### src/rtl/reg_file_sb.sv
// Parametrised register file with two combinational read ports, one write port,
// optional write-to-read bypass and a reserve/release busy-bit scoreboard.
module reg_file_sb #(
    parameter int unsigned      WIDTH     = 16,
    parameter int unsigned      DEPTH     = 8,
    parameter int unsigned      BYPASS    = 1,
    parameter logic [WIDTH-1:0] RESET_VAL = '0,
    localparam int unsigned     AW        = $clog2(DEPTH),
    localparam int unsigned     CW        = $clog2(DEPTH + 1)
) (
    input  logic             Clk,
    input  logic             Reset_n,
    input  logic             Clear,
    input  logic             WE,
    input  logic [AW-1:0]    WAddr,
    input  logic [WIDTH-1:0] WData,
    input  logic [AW-1:0]    RAddr1,
    input  logic [AW-1:0]    RAddr2,
    output logic [WIDTH-1:0] RData1,
    output logic [WIDTH-1:0] RData2,
    output logic             Busy1,
    output logic             Busy2,
    input  logic             Rsv,
    input  logic [AW-1:0]    RsvAddr,
    output logic             RsvStall,
    output logic [CW-1:0]    BusyCount
);

    localparam int unsigned    NSLOT = 2 ** AW;
    // One bit per encodable address: set where the address maps to a real register.
    localparam logic [NSLOT-1:0] VALID = {NSLOT{1'b1}} >> (NSLOT - DEPTH);

    logic [WIDTH-1:0] regs [DEPTH];
    logic [DEPTH-1:0] busy;

    logic wr_ok;
    logic rsv_in;
    logic rsv_ok;
    logic rel;
    logic [CW-1:0] count_next;

    // Scoreboard decisions for this cycle.
    always_comb begin
        wr_ok      = WE && VALID[WAddr];
        rsv_in     = Rsv && VALID[RsvAddr];
        rel        = wr_ok && busy[WAddr];
        RsvStall   = rsv_in && busy[RsvAddr] && !(wr_ok && (WAddr == RsvAddr));
        rsv_ok     = rsv_in && !RsvStall;
        count_next = BusyCount + CW'(rsv_ok) - CW'(rel);
    end

    // Storage, busy bits and running busy count; Clear beats write and reserve.
    always_ff @(posedge Clk or negedge Reset_n) begin
        if (!Reset_n) begin
            for (int i = 0; i < int'(DEPTH); i++) regs[i] <= RESET_VAL;
            busy      <= '0;
            BusyCount <= '0;
        end else if (Clear) begin
            for (int i = 0; i < int'(DEPTH); i++) regs[i] <= RESET_VAL;
            busy      <= '0;
            BusyCount <= '0;
        end else begin
            if (wr_ok) begin
                regs[WAddr] <= WData;
                busy[WAddr] <= 1'b0;
            end
            // Placed after the release so a same-register release+reserve ends busy.
            if (rsv_ok) busy[RsvAddr] <= 1'b1;
            BusyCount <= count_next;
        end
    end

    // Read port 1.
    always_comb begin
        RData1 = '0;
        Busy1  = 1'b0;
        if (VALID[RAddr1]) begin
            if ((BYPASS != 0) && wr_ok && (WAddr == RAddr1)) begin
                RData1 = WData;
            end else begin
                RData1 = regs[RAddr1];
                Busy1  = busy[RAddr1];
            end
        end
    end

    // Read port 2.
    always_comb begin
        RData2 = '0;
        Busy2  = 1'b0;
        if (VALID[RAddr2]) begin
            if ((BYPASS != 0) && wr_ok && (WAddr == RAddr2)) begin
                RData2 = WData;
            end else begin
                RData2 = regs[RAddr2];
                Busy2  = busy[RAddr2];
            end
        end
    end

endmodule

### config.mk
export PLATFORM = sky130hd
export DESIGN_NAME = reg_file_sb
export DESIGN_NICKNAME = d
export VERILOG_FILES = /design/src/rtl/reg_file_sb.sv
export SDC_FILE = /design/constraint.sdc
export NUM_CORES = 1
export LEC_CHECK = 0
export BUFFER_PORTS_ARGS = -buffer_cell sky130_fd_sc_hd__buf_4
export CAP_MARGIN = 20
export CORE_AREA = 4 4 141 143
export DETAILED_ROUTE_END_ITERATION = 16
export DIE_AREA = 0 0 145 147
export PLACE_DENSITY = 0.67
export SKIP_LAST_GASP = 1
export SYNTH_ARGS = -nofsm -noshare
export SYNTH_HDL_FRONTEND = slang
export SYNTH_SLANG_ARGS = --single-unit
### constraint.sdc
create_clock -name Clk -period 2.3 [get_ports Clk]
set_clock_uncertainty 0.1 [all_clocks]
set_input_delay 0.23 -clock Clk [delete_from_list [all_inputs] [get_ports Clk]]
set_output_delay 0.23 -clock Clk [all_outputs]
set_load 0.005 [all_outputs]
=== Word level (Yosys, flattened, before mapping) ===
Memory sizes are Yosys's and may differ from the RTL's.
Index checks and enable logic that the tools add are counted.

* Register bits: 140
* ROM bits: 32
* Bits of input ports: 33
* Output and inout bits: 39
* Memories: 4

* $add $sub $neg: 2
* Magnitude comparators: 10
* Eq/ne operators: 3
* Multiplexer cells: 40
* Bitwise operators: 6
* Reduce and logical (&&, ||, !) cells: 15

{| class="wikitable"
|+ Memory list
! name !! words !! bits a word !! read ports !! clocked after Yosys merged registers in !! wr ports !! RTL line !! source
|-
| (no name shown) || 8 || 1 || 1 || 0 || 0 || 91 || <nowiki>if (VALID[RAddr2]) begin</nowiki>
|-
| (no name shown) || 8 || 1 || 1 || 0 || 0 || 77 || <nowiki>if (VALID[RAddr1]) begin</nowiki>
|-
| (no name shown) || 8 || 1 || 1 || 0 || 0 || 45 || <nowiki>rsv_in = Rsv && VALID[RsvAddr];</nowiki>
|-
| (no name shown) || 8 || 1 || 1 || 0 || 0 || 44 || <nowiki>wr_ok = WE && VALID[WAddr];</nowiki>
|}

{| class="wikitable"
|+ Operator list
! cell !! count
|-
| $mux W128 || 2
|-
| $mux W16 || 9
|-
| $bwmux W128 || 1
|-
| $bmux W16 S3 || 2
|-
| $demux W16 S3 || 1
|-
| $mux W8 || 4
|-
| $lt A3 B4 Y1 const B || 4
|-
| $mux W1 || 14
|-
| $bmux W1 S3 || 4
|-
| $ge A4 B4 Y1 const B || 3
|-
| $logic_and A1 B1 Y1 || 12
|-
| $not A3 Y4 || 3
|-
| $eq A3 B3 Y1 || 3
|-
| $and A8 B8 Y8 || 1
|-
| $not A8 Y8 || 1
|-
| $or A8 B8 Y8 || 1
|-
| $demux W1 S3 || 2
|-
| $ge A3 B1 Y1 const B || 2
|-
| $add A4 B1 Y4 || 1
|-
| $lt A4 B1 Y1 const B || 1
|-
| $mux W4 || 1
|-
| $sub A4 B1 Y4 || 1
|-
| $logic_not A1 Y1 || 2
|-
| $reduce_bool A2 Y1 || 1
|}

=== Logic depth before layout (Yosys ltp) ===
Gate-level depths: netlist of the first run.

* Word-level depth: 11
* Mapped depth: 12

=== Worst setup path after synthesis of the first run ===
OpenSTA, ideal clock, no wires.

* Kind: input to register
* From: input RsvAddr[2]
* To: register BusyCount[2]
* Setup time: 132 ps
* Arrival time: 2297 ps
* Data required time: 2068 ps
* Slack: -229 ps
* Stages: 11
* Buffers on the path: 1
* Path through: buf_2 -> mux2_2 -> a31oi_1 -> o21a_1 -> o21ai_0 -> ha_1 -> inv_1 -> ha_1 -> fa_1 -> xnor2_1 -> nor2_1

* Word-level cells in the longest chain between the ends: 10
* Elaborated cells on any way between the ends: 15
* Those cells by class: add/sub (2); eq/ne (1); mux (4); reduce/logical (7); memory (1)

{| class="wikitable"
|+ Ends and longest elaborated chain
! element !! RTL line !! source
|-
| start, declared || 24 || <nowiki>input logic [AW-1:0] RsvAddr,</nowiki>
|-
| $mem_v2 Z8 W1 || -- ||
|-
| $mux W1 (not written as such) || 45 ||
|-
| $logic_and A1 B1 Y1 || 45 ||
|-
| $logic_and A1 B1 Y1 (2 in series) || 47 || <nowiki>RsvStall = rsv_in && busy[RsvAddr] && !(wr_ok && (WAddr == RsvAddr));</nowiki>
|-
| $logic_not A1 Y1 || 48 || <nowiki>rsv_ok = rsv_in && !RsvStall;</nowiki>
|-
| $logic_and A1 B1 Y1 (*) || 48 ||
|-
| $add A4 B1 Y4 (*) || 49 || <nowiki>count_next = BusyCount + CW'(rsv_ok) - CW'(rel);</nowiki>
|-
| $sub A4 B1 Y4 (*) || 49 ||
|-
| $mux W4 (*) || 58 || <nowiki>end else if (Clear) begin</nowiki>
|-
| end signal, assigned || 69 || <nowiki>BusyCount <= count_next;</nowiki>
|-
| end, declared || 26 || <nowiki>output logic [CW-1:0] BusyCount</nowiki>
|}

Every way passes the cells marked *; elsewhere a longest branch is shown, timed or not. The select of a mux whose other input is x is not followed.
A chain may end at the register's enable or synchronous reset.

=== Worst setup path after layout of the first run ===
* From: register busy[4]
* To: register BusyCount[1]

* Word-level cells in the longest chain between the ends: 9
* Elaborated cells on any way between the ends: 12
* Those cells by class: add/sub (2); mux (5); reduce/logical (5)

{| class="wikitable"
|+ Ends and longest elaborated chain
! element !! RTL line !! source
|-
| start, declared || 34 || <nowiki>logic [DEPTH-1:0] busy;</nowiki>
|-
| start signal, assigned || 56 || <nowiki>busy <= '0;</nowiki>
|-
| start signal, assigned || 60 || <nowiki>busy <= '0;</nowiki>
|-
| start signal, assigned by index || 65 || <nowiki>busy[WAddr] <= 1'b0;</nowiki>
|-
| $bmux W1 S3 || 47 ||
|-
| $mux W1 (not written as such) || 47 ||
|-
| $logic_and A1 B1 Y1 (2 in series) || 47 ||
|-
| $logic_not A1 Y1 || 48 ||
|-
| $logic_and A1 B1 Y1 || 48 ||
|-
| $add A4 B1 Y4 || 49 ||
|-
| $sub A4 B1 Y4 (*) || 49 ||
|-
| $mux W4 (*) || 58 ||
|}

Marks and branches as above.

==> results of run 1 <==
state kept, by name, indices dropped and copies added (netlist names):
name       count
busy           8
BusyCount      4
regs         128
power breakdown:
group	switching (mW)	leakage (nW)	internal [mW]
combinational	0.543	2.17	0.427
sequential	0.0513	1.94	2.53
clock	1.08	0.330	2.09
cell type report:
cell class                 instances  area, µm²
sequential                       140       3500
clock buffer                      20        457
fill                            1589       8130
clock inverter                    12        216
multi-input combinational        651       4670
timing repair buffer             150       1280
inverter                           8       30.0
tap                              234        293
stage by stage:
stage	TNS, ns	hold slack (ns)
final	-0.256	0.0156
after global routing	-0.553	0.00466
after CTS	-0.364	0.000998
after detailed placement	-0.409	0.147
after global placement	-0.346	0.152
after floorplan	-0.253	-0.166
layout by cell type, fill, tap and decap left out, types with 3 or more instances in the layout:
master and count:
dlygate4sd3_1 10, xnor2_1 11, nand2b_1 3, clkbuf_16 17
bufinv_16 6, nand2_1 257, nor2_4 3, inv_1 6
buf_12 10, nor2b_1 7, a32oi_1 4, nand3b_1 5
buf_4 129, nor2_1 39, nor2_2 3, nand3_2 4
clkinv_2 4, and2b_1 3, nand3_1 7, a21oi_1 164
o211ai_1 5, mux2i_1 35, nand2_2 4, dfrtp_1 140
mux4_2 70
worst max-delay path: stages, from the launching register on:
cell and delay, ns:
dfrtp_1 0.41, mux2_4 0.29, a221oi_4 0.23, o21a_1 0.18
o21ai_2 0.08, ha_4 0.26, inv_2 0.03, ha_4 0.15
fa_2 0.50, nor2b_1 0.12
cell families after synthesis:
group | share of synthesized area, %
compound gates | 11.2
xor+xnor | 1.22
fa+ha+maj | 0.815
buf+inv | 5.75
flops | 40.7
mux | 22.7
simple gates | 17.6
routing by layer:
metal	up-vias	wire [µm]	track usage, %
li1	3234	-	-
met1	3608	10600	33.6
met2	375	12700	40.1
met3	78	2220	4.66
met4	0	985	11.2
met5	-	0	0
worst max-delay path by stage:
stage                   end  cells past startpoint  slack [ns]
2_1_floorplan  BusyCount[1]                      9       -0.14
3_3_place_gp   BusyCount[1]                      9       -0.16
3_5_place_dp   BusyCount[1]                      9       -0.20
4_1_cts        BusyCount[1]                      9       -0.16
5_1_grt        BusyCount[1]                      9       -0.18
6_report       BusyCount[1]                      9       -0.13
repair_timing:
action	CTS	global route
buffers inserted	1	1
hold endpoints to repair	82	0
pin swaps	3	5
gates cloned	0	0
hold buffers	10	0
resized for setup	0	7
setup endpoints to repair	3	4
==> impl_metrics.env, run 1 <==
export IMPL_max_vdd_ir_drop_uv=573
export IMPL_synth_edff_count=0
export IMPL_hold_path_startpoint="WData[9]"
export IMPL_synth_seq_area_share_pct=40.7
export IMPL_violations="negative setup slack"
export IMPL_slew_violations=0
export IMPL_ctsLongestPathBuffers=2
export IMPL_finalCritPeriodShare_pct=106
export IMPL_p_leak_nw=4.43
export IMPL_die_area_um2=21300
export IMPL_dp_hpwl_mm=17.1
export IMPL_status="finished with violations"
export IMPL_clkSinkCount=140
export IMPL_worst_slew_pin_slew_ns=0.644
export IMPL_slew_headroom_pct=57.0
export IMPL_finish_net_count=1006
export IMPL_wl_mm=26.5
export IMPL_synth_largest_area_cell="dfrtp_1"
export IMPL_synth_seq_cells=140
export IMPL_ff2ff_path_depth=9
export IMPL_cp_startpoint="busy[4]"
export IMPL_grt_max_degree=121
export IMPL_viasPerCell=6.00
export IMPL_grt_pass1_wl_mm=41.5
export IMPL_rsz0062_at_grt="true"
export IMPL_layout_setup_ws_ns=-0.128
export IMPL_synth_fp_nets=921
export IMPL_initial_core_util_pct=46.3
export IMPL_synth_most_common_cell="nand2_1"
export IMPL_utilization_pct=56.2
export IMPL_placed_cell_area_um2=9620
export IMPL_route_detailed_drc=0
export IMPL_rows=50
export IMPL_layout_cells_non_filler=1215
export IMPL_final_area_um2=10400
export IMPL_clock_root_buffer="clkbuf_16"
export IMPL_cp_required_ns=2.55
export IMPL_setup_violations=3
export IMPL_vias=7295
export IMPL_r2r_end="BusyCount[1]"
export IMPL_antenna_found_initial=0
export IMPL_synth_area_um2=8600
export IMPL_ys_warn_count=0
export IMPL_syn_area_per_cell_um2=9.74
export IMPL_hold_path_class="in2reg"
export IMPL_first_pass_iters=7
export IMPL_synthArstFlopShare_pct=100
export IMPL_grtUsageTotal_pct=25.1
export IMPL_grt_pass1_vias=7317
export IMPL_cts_max_level=4
export IMPL_power_mw=6.71
export IMPL_cts_tree="built"
export IMPL_io_pins=72
export IMPL_syn2layout_area_growth_pct=21.5
export IMPL_min_period_ns=2.43
export IMPL_gp_congestion=0.833
export IMPL_grt_overflow=0
export IMPL_drtAntennaViolNets=0
export IMPL_synth_cell_types=43
export IMPL_place_inst=1171
export IMPL_core_um2=18600
export IMPL_hold_violations=0
export IMPL_synthFlopType="dfrtp_1"
export IMPL_max_cap_violations=0
export IMPL_r2r_start="busy[4]"
export IMPL_regToRegSetupSlack_ns=-0.13
export IMPL_synth_top_area_share_pct=40.7
export IMPL_crit_type="reg2reg"
export IMPL_arrival_ns=2.68
export IMPL_die_w_um=145
export IMPL_die_h_um=147
export IMPL_io_buffers=71
export IMPL_min_to="regs[41]"
export IMPL_yosys_top_cells_area="dfrtp_1 (41%), mux4_2 (18%), nand2_1 (11%)"
export IMPL_synth_common_cells="nand2_1 (257), a21oi_1 (165), dfrtp_1 (140), mux4_2 (70), nor2_1 (39)"
export IMPL_syn_inst=883
export IMPL_critPathLaunchType="register"
export IMPL_place_ws_ns=-0.197
export IMPL_timing_fmax_mhz=412
export IMPL_antenna_cells=0
export IMPL_critical_path_max_fanout=4
export IMPL_layout_drive_gt1_share_pct=28.0
export IMPL_power_density_nw_per_um2=643
export IMPL_end_kind="register"
export IMPL_drtIter0Drc=612
export IMPL_holdPathStages=3
export IMPL_clock_latency_ns=0.42
export IMPL_post_drt_wl_per_cell_um=21.8
export IMPL_clk_pin_slew_worst_paths_ns=0.06
export IMPL_cts_buffers=17
No activity file was read; power rests on OpenSTA's default activity.
==> inputs of run 2 (changes only) <==
--- a/config.mk
+++ b/config.mk
@@ -5,12 +5,12 @@
 export SDC_FILE = /design/constraint.sdc
 export NUM_CORES = 1
 export LEC_CHECK = 0
+export ABC_AREA = 0
 export BUFFER_PORTS_ARGS = -buffer_cell sky130_fd_sc_hd__buf_4
-export CAP_MARGIN = 20
 export CORE_AREA = 4 4 141 143
 export DETAILED_ROUTE_END_ITERATION = 16
 export DIE_AREA = 0 0 145 147
-export PLACE_DENSITY = 0.67
+export PLACE_DENSITY = 0.71
 export SKIP_LAST_GASP = 1
 export SYNTH_ARGS = -nofsm -noshare
 export SYNTH_HDL_FRONTEND = slang
==> impl_metrics.env, run 2 (same netlist as run 1, synthesis figures left out) <==
export IMPL_min_to="regs[65]"
export IMPL_clock_root_buffer="clkbuf_16"
export IMPL_reg_largest_list="regs: 128 flops, busy: 8 flops, BusyCount: 4 flops"
export IMPL_slowest_stage="fa_2"
export IMPL_clkSinkCount=140
export IMPL_layout_drive_gt1_share_pct=27.8
export IMPL_ff2ff_path_depth=9
export IMPL_drtIter0Drc=669
export IMPL_layout_cells_non_filler=1203
export IMPL_regToRegSetupSlack_ns=-0.16
export IMPL_grt_pass1_wl_mm=41.3
export IMPL_cts_buffers=17
export IMPL_viasPerCell=6.02
export IMPL_critPathMostFrequentCell="ha_4"
export IMPL_grt_max_degree=141
export IMPL_io_pins=72
export IMPL_post_drt_wl_per_cell_um=21.6
export IMPL_wl_mm=26.0
export IMPL_clk_pin_slew_worst_paths_ns=0.06
export IMPL_gp_congestion=0.911
export IMPL_hold_path_startpoint="WData[1]"
export IMPL_die_area_um2=21300
export IMPL_largest_register_ffs=128
export IMPL_layout_setup_ws_ns=-0.164
export IMPL_place_inst=1164
export IMPL_antenna_cells=0
export IMPL_p_sw_share_pct=25.3
export IMPL_placed_cell_area_um2=9560
export IMPL_initial_core_util_pct=46.3
export IMPL_vias=7245
export IMPL_crit_path_max_incr_delay_ns=0.50
export IMPL_die_h_um=147
export IMPL_power_density_nw_per_um2=647
export IMPL_grt_overflow=0
export IMPL_worst_slew_pin_slew_ns=0.690
export IMPL_slew_violations=0
export IMPL_grtUsageTotal_pct=24.9
export IMPL_max_cap_violations=0
export IMPL_max_vdd_ir_drop_uv=524
export IMPL_multi_input_area_um2=4700
export IMPL_rsz0062_at_grt="true"
export IMPL_core_um2=18600
export IMPL_r2r_start="busy[6]"
export IMPL_slew_headroom_pct=54.0
export IMPL_cp_required_ns=2.55
export IMPL_crit_type="reg2reg"
export IMPL_clockPowerShare_pct=47.3
export IMPL_syn2layout_area_growth_pct=20.7
export IMPL_finish_net_count=994
export IMPL_ctsLongestPathBuffers=2
export IMPL_arrival_ns=2.72
export IMPL_critPathLaunchType="register"
export IMPL_cts_max_level=4
export IMPL_drtAntennaViolNets=0
export IMPL_hold_path_class="in2reg"
export IMPL_p_leak_nw=4.37
export IMPL_setup_violations=3
export IMPL_hold_violations=0
export IMPL_r2r_end="BusyCount[1]"
export IMPL_layout_area_seq_um2=3500
export IMPL_antenna_found_initial=0
export IMPL_min_period_ns=2.46
export IMPL_route_detailed_drc=0
export IMPL_holdPathStages=3
export IMPL_p_comb_share_pct=14.3
export IMPL_dp_hpwl_mm=16.5
export IMPL_finalCritPeriodShare_pct=107
export IMPL_top_register="regs"
export IMPL_p_switching_mw=1.70
export IMPL_finalSetupTns_ns=-0.380
export IMPL_timing_fmax_mhz=406
export IMPL_first_pass_iters=6
export IMPL_final_common_cell="nand2_1"
export IMPL_n_fill_cell=1604
export IMPL_grt_pass1_vias=7289
export IMPL_rows=50
export IMPL_violations="negative setup slack"
export IMPL_end_kind="register"
export IMPL_clock_latency_ns=0.42
export IMPL_cts_tree="built"
export IMPL_mostFrequentLayoutCells="nand2_1 (257), a21oi_1 (164), dfrtp_1 (140), buf_4 (118), mux4_2 (70)"
export IMPL_io_buffers=71
export IMPL_place_ws_ns=-0.208
export IMPL_critical_path_max_fanout=3
export IMPL_seqPwrFrac_pct=38.4
export IMPL_p_int_mw=5.02
export IMPL_status="finished with violations"
export IMPL_die_w_um=145
export IMPL_final_area_um2=10400
export IMPL_crit_path_cell_trace="mux2_4 > a221oi_4 > o21a_1 > o21ai_2 > ha_4 > inv_2 > ha_4 > fa_2 > nor2b_1"
==> run 2: cell types whose count changed in the layout (fill, tap and decap cells not counted), moves of 3 or more <==
cell,change
buf_4,-11
buf_6,+3
clkinv_2,-3
clkinvlp_4,+3
dlygate4sd3_1,-3
==> run 2: what timing repair did <==
action,in CTS,in global routing
setup endpoints to repair,4,5
resized for setup,3,11
gates cloned,0,0
pin swaps,5,5
setup buffers,2,0
hold buffers,7,0
endpoints found under the hold margin,60,0
==> run 2: critical path, delay by kind of cell (launching register included) <==
| kind | cells | cell delay [ns] |
|---|---|---|
| AO/OA/AOI/OAI | 3 | 0.53 |
| adder cells (fa/ha/maj) | 3 | 0.92 |
| buffers and inverters | 1 | 0.04 |
| flip-flops | 1 | 0.40 |
| multiplexers | 1 | 0.28 |
| AND/OR/NAND/NOR | 1 | 0.11 |
==> run 2: per-layer routing <==
metal,vias to the layer above,global-route usage [%],part of all wire [%]
li1,3241,-,-
met1,3591,32.4,38
met2,366,41.3,50
met3,47,6.05,9.4
met4,0,8.41,2.1
met5,-,0,0
==> run 2: power by group through the flow <==
stage	registers (mW)	clock network, mW	logic, mW
floorplan	2.61	0	0.557
global placement	2.61	0	0.919
detailed placement	2.62	0	0.928
CTS	2.58	3.20	0.948
global route	2.58	3.33	1.04
finish	2.58	3.18	0.960
==> run 2: how the worst max path moves through the flow <==
stage	from	cells past startpoint	to	slack (ns)
2_1_floorplan	busy[4]	9	BusyCount[1]	-0.14
3_3_place_gp	RsvAddr[1]	10	BusyCount[1]	-0.17
3_5_place_dp	RsvAddr[1]	10	BusyCount[1]	-0.21
4_1_cts	busy[4]	9	BusyCount[1]	-0.18
5_1_grt	busy[4]	9	BusyCount[1]	-0.25
6_report	busy[6]	9	BusyCount[1]	-0.16
==> run 2: stage by stage <==
| step | total power, mW | util, % | hold WS [ns] |
|---|---|---|---|
| 6_report | 6.72 | 55.9 | 0.0108 |
| 5_1_grt | 6.96 | 55.9 | 0.00668 |
| 4_1_cts | 6.72 | 55.6 | 0.000482 |
| 3_5_place_dp | 3.55 | 51.4 | 0.0881 |
| 3_3_place_gp | 3.53 | 51.4 | 0.0869 |
| 2_1_floorplan | 3.17 | - | -0.166 |
==> run 2: cell type report <==
cell class                      count  share of cell area (%)
Clock buffer                       18                    4.23
Multi-Input combinational cell    651                    45.2
Timing Repair Buffer              138                    11.4
Tap cell                          234                    2.82
Clock inverter                     14                    2.33
Sequential cell                   140                    33.7
Inverter                            8                   0.289
